==> config.mk <==
export PLATFORM = sky130hd
export DESIGN_NAME = updown_button_ctrl
export DESIGN_NICKNAME = d
export VERILOG_FILES = /design/src/rtl/updown_button_ctrl.sv
export SDC_FILE = /design/constraint.sdc
export NUM_CORES = 1
export LEC_CHECK = 0
export ABC_AREA = 1
export CORE_AREA = 2 2 49 51
export DETAILED_ROUTE_END_ITERATION = 8
export DIE_AREA = 0 0 51 53
export GPL_TIMING_DRIVEN = 0
export PLACE_DENSITY = 0.76
export SLEW_MARGIN = 20
export SYNTH_ARGS = -nofsm -noshare
export SYNTH_HDL_FRONTEND = slang
export SYNTH_SLANG_ARGS = --single-unit
==> constraint.sdc <==
create_clock -name CLK -period 2.4 [get_ports CLK]
set_input_delay 0.48 -clock CLK [delete_from_list [all_inputs] [get_ports CLK]]
set_output_delay 0.48 -clock CLK [all_outputs]
set_load 0.01 [all_outputs]
==> src/rtl/updown_button_ctrl.sv <==
// -----------------------------------------------------------------------------
// updown_button_ctrl
//   Front-end for a 4-bit up/down counter. Two raw push-buttons are
//   synchronised and debounced. A press/hold/release FSM then arbitrates
//   between them and produces:
//     - a direction level (DNUP): 0 = count up, 1 = count down
//     - a single-cycle count pulse (STEP)
//
//   Optional feature macro: AUTO_REPEAT_EN
//     When it is defined, a held button repeats STEP. The first repeat comes
//     HOLD_CYCLES after the first STEP, then one every REPEAT_CYCLES.
//     When it is undefined, each accepted press gives exactly one STEP.
//
// Ports
//   CLK     in   system clock, rising edge
//   ResetN  in   asynchronous active-low reset
//   BTN_UP  in   raw up button, asynchronous and bouncy, 1 = pressed
//   BTN_DN  in   raw down button, asynchronous and bouncy, 1 = pressed
//   DNUP    out  registered direction, 0 = up, 1 = down
//   STEP    out  registered one-cycle count pulse
//
// Latency
//   From the first edge that samples a stable press to STEP high is
//   DEBOUNCE_CYCLES+3 cycles:
//     - 2 synchroniser stages
//     - DEBOUNCE_CYCLES samples to accept the new level
//     - 1 FSM decision cycle (DNUP updates here)
//     - 1 cycle for the STEP register
// -----------------------------------------------------------------------------
module updown_button_ctrl #(
    parameter int unsigned DEBOUNCE_CYCLES = 16,
    parameter int unsigned CNT_W           = 8,
    parameter int unsigned HOLD_CYCLES     = 64,
    parameter int unsigned REPEAT_CYCLES   = 16
) (
    input  logic CLK,
    input  logic ResetN,
    input  logic BTN_UP,
    input  logic BTN_DN,
    output logic DNUP,
    output logic STEP
);

    localparam logic [1:0] IDLE = 2'd0;
    localparam logic [1:0] HELD = 2'd1;
    localparam logic [1:0] LOCK = 2'd2;

    localparam logic [CNT_W-1:0] DEB_LAST = CNT_W'(DEBOUNCE_CYCLES - 1);

    // Bit 0 = up button, bit 1 = down button.
    logic [1:0]       sync1_q, sync2_q;
    logic [1:0]       deb_q, deb_d;
    logic [CNT_W-1:0] cnt_q [2];
    logic [CNT_W-1:0] cnt_d [2];

    logic [1:0] state_q, state_d;
    logic       dnup_q, dnup_d;
    logic       fire_q, fire_d;
    logic       step_q;

    // ---------------------------------------------------------------------
    // Synchroniser and debounce
    // ---------------------------------------------------------------------
    always_comb begin
        deb_d    = deb_q;
        cnt_d[0] = '0;
        cnt_d[1] = '0;
        for (int i = 0; i < 2; i++) begin
            if (sync2_q[i] != deb_q[i]) begin
                // Accept the new level on the DEBOUNCE_CYCLES-th
                // consecutive differing sample. Any match in between
                // clears the counter, because the default above is zero.
                if (cnt_q[i] == DEB_LAST) begin
                    deb_d[i] = sync2_q[i];
                end else begin
                    cnt_d[i] = cnt_q[i] + 1'b1;
                end
            end
        end
    end

    always_ff @(posedge CLK or negedge ResetN) begin
        if (!ResetN) begin
            sync1_q  <= '0;
            sync2_q  <= '0;
            deb_q    <= '0;
            cnt_q[0] <= '0;
            cnt_q[1] <= '0;
        end else begin
            sync1_q  <= {BTN_DN, BTN_UP};
            sync2_q  <= sync1_q;
            deb_q    <= deb_d;
            cnt_q[0] <= cnt_d[0];
            cnt_q[1] <= cnt_d[1];
        end
    end

    // ---------------------------------------------------------------------
    // Arbitration FSM
    // ---------------------------------------------------------------------
    // While in HELD, the owning button is identified by DNUP itself.
    logic own_deb, other_deb;
    assign own_deb   = dnup_q ? deb_q[1] : deb_q[0];
    assign other_deb = dnup_q ? deb_q[0] : deb_q[1];

`ifdef AUTO_REPEAT_EN
    logic [CNT_W-1:0] hold_q, hold_d;
    logic             rep_q, rep_d;
    logic [CNT_W-1:0] hold_last;
    assign hold_last = rep_q ? CNT_W'(REPEAT_CYCLES - 1) : CNT_W'(HOLD_CYCLES - 1);
`else
    // The repeat parameters only matter for the auto-repeat build.
    logic unused_cfg;
    assign unused_cfg = ^{HOLD_CYCLES, REPEAT_CYCLES};
`endif

    always_comb begin
        state_d = state_q;
        dnup_d  = dnup_q;
        fire_d  = 1'b0;
`ifdef AUTO_REPEAT_EN
        // The hold counter is cleared whenever the FSM is not staying in HELD.
        hold_d  = '0;
        rep_d   = 1'b0;
`endif
        case (state_q)
            IDLE: begin
                // In IDLE both levels were low on entry, so a high level here
                // is a fresh rising edge.
                case (deb_q)
                    2'b01: begin
                        dnup_d  = 1'b0;
                        fire_d  = 1'b1;
                        state_d = HELD;
                    end
                    2'b10: begin
                        dnup_d  = 1'b1;
                        fire_d  = 1'b1;
                        state_d = HELD;
                    end
                    2'b11:   state_d = LOCK;
                    default: state_d = IDLE;
                endcase
            end
            HELD: begin
                if (other_deb) begin
                    state_d = LOCK;
                end else if (!own_deb) begin
                    state_d = IDLE;
                end else begin
`ifdef AUTO_REPEAT_EN
                    if (hold_q == hold_last) begin
                        fire_d = 1'b1;
                        rep_d  = 1'b1;
                    end else begin
                        hold_d = hold_q + 1'b1;
                        rep_d  = rep_q;
                    end
`endif
                end
            end
            LOCK: begin
                if (deb_q == 2'b00) begin
                    state_d = IDLE;
                end
            end
            default: state_d = IDLE;
        endcase
    end

    // ---------------------------------------------------------------------
    // FSM and output registers
    // ---------------------------------------------------------------------
    // The FSM updates DNUP and sets fire_q on the same edge. STEP follows
    // fire_q one edge later, so DNUP is already stable when STEP is high.
    always_ff @(posedge CLK or negedge ResetN) begin
        if (!ResetN) begin
            state_q <= IDLE;
            dnup_q  <= 1'b0;
            fire_q  <= 1'b0;
            step_q  <= 1'b0;
        end else begin
            state_q <= state_d;
            dnup_q  <= dnup_d;
            fire_q  <= fire_d;
            step_q  <= fire_q;
        end
    end

`ifdef AUTO_REPEAT_EN
    always_ff @(posedge CLK or negedge ResetN) begin
        if (!ResetN) begin
            hold_q <= '0;
            rep_q  <= 1'b0;
        end else begin
            hold_q <= hold_d;
            rep_q  <= rep_d;
        end
    end
`endif

    assign DNUP = dnup_q;
    assign STEP = step_q;

endmodule

* Yosys cells after proc, flatten, opt, wreduce, memory -nomap -nowiden *
Cells that the tools add are included.

word-level totals
  logic and storage cells = 45
  register bits after elaboration = 27

cells by class
  multiplexer cells = 14
  eq/ne operators = 11
  add/subtract/negate cells = 2
  reduce and logical (&&, ||, !) cells = 8

operators by type and width
  kind                                                  count
  2-to-1 mux 8 bit                                      4
  adder 8 x 1 -> 8 bit (second input constant)          2
  equality test 8 x 4 -> 1 bit (second input constant)  2
  AND reduction 2 bit                                   4
  equality test 2 bit (second input constant)           3
  2-to-1 mux 2 bit                                      3
  one-hot mux 2 bit (3 select lines)                    1
  equality test 2 x 1 -> 1 bit (second input constant)  2
  logical NOT 2 bit                                     2
  2-to-1 mux 1 bit                                      4
  one-hot mux 2 bit (2 select lines)                    1
  inequality test 3 bit (second input constant)         1
  inequality test 1 bit                                 2
  inequality test 2 bit (second input constant)         1
  one-hot mux 1 bit (2 select lines)                    1
  nonzero test 2 bit                                    1
  OR reduction 2 bit                                    1

* Longest topological paths before layout *
  depth after elaboration = 4
  depth in mapped cells = 7

* Worst setup path after synthesis *
Ideal clock, no wire load.

  path kind = reg2reg
  from = register deb_q[0]
  to = register dnup_q (netlist: DNUP)
  path buffers = 0
  stages on the path, launching flop included = 7
  path slack = 1.270 ns
  clock period less this slack = 1.130 ns
  setup time = 0.116 ns
  arrival = 1.014 ns
  path through = dfrtp_1 > inv_1 > ha_1 > nand3_1 > inv_1 > nand2_1 > nand2_1

between the ends
  cells in the longest elaborated chain, start to end = 3

RTL lines
  what                                                                        RTL line  text
  start, declared                                                             52        logic [1:0] deb_q, deb_d;
  start signal, assigned                                                      86        deb_q <= '0;
  start signal, assigned                                                      92        deb_q <= deb_d;
  equality test 2 bit / equality test 2 x 1 -> 1 bit (equally long branches)  130       case (deb_q)
  nonzero test 2 bit (no source line)                                         -
  AND reduction 2 bit (no source line)                                        -
  end signal, assigned                                                        184       dnup_q <= dnup_d;
  end, declared                                                               57        logic dnup_q, dnup_d;

Parallel ways exist; a longest one is shown, timed or not.
A chain may end at the register's enable or synchronous reset.

* Worst setup path after layout *
  from = register dnup_q (netlist: DNUP)
  to = output port DNUP

RTL lines
  what           RTL line  text
  end, declared  40        output logic DNUP,

No word-level cell between the ends.

==> metrics.txt <==
drt first pass iters=3; Distinct cells, synth=16; Worst path depth=1; startpoint types=register; worst path bufs/invs=1; initial antenna violation count=0; CP Max Fanout=4; CP Launch Point=DNUP; htree depth=1; Crit path required time=1.92 ns; mapped cell area=1230 um2; Hold WC Path Type=in -> async; first-pass GRT wire length=3680 um; FF+latch area=676 um2; Setup CP Type=reg -> out; post-synthesis mux area share=0%; vias=866; Rows=17; initial DRC count=9; Core ar.=approximately 2100 um2; Synth top area share=54.9%; Global Route Usage Sum=18.7%; RSZ-0062 raised after global routing=false; Syn. warnings=0; Final Cycle Share=between 70% and 80%; compound-gate portion of the synthesized area=approximately 6.5%; gr ovfl total=0; status=finished, final reports clean; Pwr Total=0.694 mW; Max Freq=0.567 GHz; layout cell share with drive strength beyond 1=7.38%; Fill cells=185; post-synthesis sequential area ratio=54.9%; Final Setup Violations=0; CTS sink cnt=27; worst-skew pair later-pin latency=0.31 ns; Maximum Capacitance Violations=0; Seq cells post-synth=27; largest cells by area after synthesis=dfrtp_1, nand2_1, nor2_1; synthesized instance count=140; Synth Net Count=~150; R2R cell count=6; Area growth syn-to-layout=8.75%; leak pwr=0.666 nW; CTS buffer count=3; worst stage delay on the critical path=0.55 ns; CTS tree=yes; hpwl dp=1490 um; Synth Area in Adders=5.09%; IO buf count=5; antenna cells=0; antenna-violating nets left=0; pwr/cell area=519 nW/um2; post-synth top area cell=dfrtp_1; Setup crit end=DNUP; largest net degree at the start of global routing=28; Top Ports=6; CP endpoint kind=output pin; RR Endpoint=deb_q[0]; Pins Over Slew Limit=0; reg-to-reg setup timing slack=1.16 ns; vias in the first global route=between 800 and 900; TNS Setup=0 ns; routed len/inst=~11 um; crit path cell chain=clkdlybuf4s50_1; hold_buf cts=0; DRC violation count after routing=0; drt total wl=1970 um; mean area per synthesized cell=8.79 um2; post-CTS setup buffer count=0; starting density of the core=57.3%; Clock Root Buffer=clkbuf_4; clk buf depth=2; largest family of logic cells by synthesized area=simple AND/OR/NAND/NOR gates; height of the chip=53 um; final net count=159; Worst-path clk slew=0.14 ns; Slowest cell on crit path=clkdlybuf4s50_1; area of the multi-input gates=475 um2; gpl congestion=0.786; Slew @ Worst Pin=0.572 ns; final hold viol count=0; die width=51 um; Resized Gates After CTS=0; Post-Synth Simple-Gate Area=23.0%; worst vdd ir=394 uV; DIE AREA=approximately 2700 um2; XOR/XNOR Fraction of Synth Area=about 4.1%; WP data arrival=1.28 ns; Crit path max-delay family=buffers and inverters; DR vias/cell=4.89; final clock skew=0.00512 ns; Rel. slew slack=about three fifths; worst r2r src=cnt_q[8]; fin crit period=between 1.5 and 2 ns
-- worst min path at each step --
| stage | from | to | slack, ns | depth (start not counted) |
|---|---|---|---|---|
| final | ResetN | cnt_q[1] | 0.14 | 1 |
| after global routing | ResetN | cnt_q[1] | 0.18 | 1 |
| after CTS | ResetN | cnt_q[0] | 0.16 | 1 |
| after detailed placement | sync1_q[1] | sync2_q[1] | 0.33 | 0 |
| after global placement | fire_q | STEP | 0.33 | 0 |
| after floorplan | ResetN | DNUP | 0.18 | 0 |
-- power by group --
part	switching (mW)	leakage, nW	internal, mW
clock network	0.124	0.0177	0.0622
registers	0.00764	0.363	0.466
logic	0.0208	0.286	0.0130
total	0.153	0.666	0.542
-- metal layers --
metal  global-route usage, %  up-vias  part of all wire [%]
li1                        -      450                     -
met1                    21.2      405                    45
met2                    34.2        7                    51
met3                    3.67        4                   2.0
met4                    7.66        0                   1.6
met5                       0        -                     0
-- per-stage QoR --
| step | utilization [%] | area, um2 | instances | worst slack [ns] | hold slack (ns) |
|---|---|---|---|---|---|
| 2_1_floorplan | - | 1230 | 140 | 1.27 | 0.184 |
| 3_3_place_gp | 61.2 | 1320 | 173 | 0.508 | 0.332 |
| 3_5_place_dp | 61.0 | 1310 | 173 | 0.996 | 0.335 |
| 4_1_cts | 62.3 | 1340 | 177 | 0.619 | 0.159 |
| 5_1_grt | 62.3 | 1340 | 177 | 0.591 | 0.180 |
| 6_report | 62.3 | 1340 | 177 | 0.635 | 0.139 |
-- layout make-up --
type / count / share of cell area (%)
clock buffers: 3 / 1.68
multi-input cells: 92 / 35.5
flip-flops and latches: 27 / 50.5
clock inverters: 1 / 0.374
repair buffers: 5 / 3.37
well taps: 28 / 2.62
inverters: 21 / 5.89
-- layout by cell type (no fill, tap or decap) --
master	count
clkbuf_4	3
dfrtp_1	27
inv_1	21
clkinv_2	1
xor2_1	2
nand2_2	2
buf_2	1
o21ai_2	2
nor2_1	25
a21oi_1	4
o21ai_0	6
nand2_1	28
o211ai_1	1
nor3_1	2
clkdlybuf4s50_1	4
or2_1	1
ha_1	5
o21ai_1	1
nand3_1	11
xnor2_2	2
-- flip-flops by register name, summed over array words and instances (netlist names) --
signal / cells
state_q: 2
DNUP: 1
sync1_q: 2
sync2_q: 2
cnt_q: 16
fire_q: 1
deb_q: 2
STEP: 1
-- cell families after synthesis --
group | Yosys count
DFF | 27
adders and majority gates | 5
and+or+nand+nor | 69
xor gates and xnor gates | 4
buffers and inverters | 21
AOI/OAI and AO/OA | 14
-- Yosys cell counts --
cell type and number:
nand2_2 2, nand3_1 11, ha_1 5, xor2_1 2, o21ai_1 1, o21ai_2 2, o21ai_0 6, nor3_1 2
a21oi_1 4, inv_1 21, nand2_1 28, o211ai_1 1, or2_1 1, xnor2_2 2, dfrtp_1 27, nor2_1 25
(Power assumes the default switching activity.)
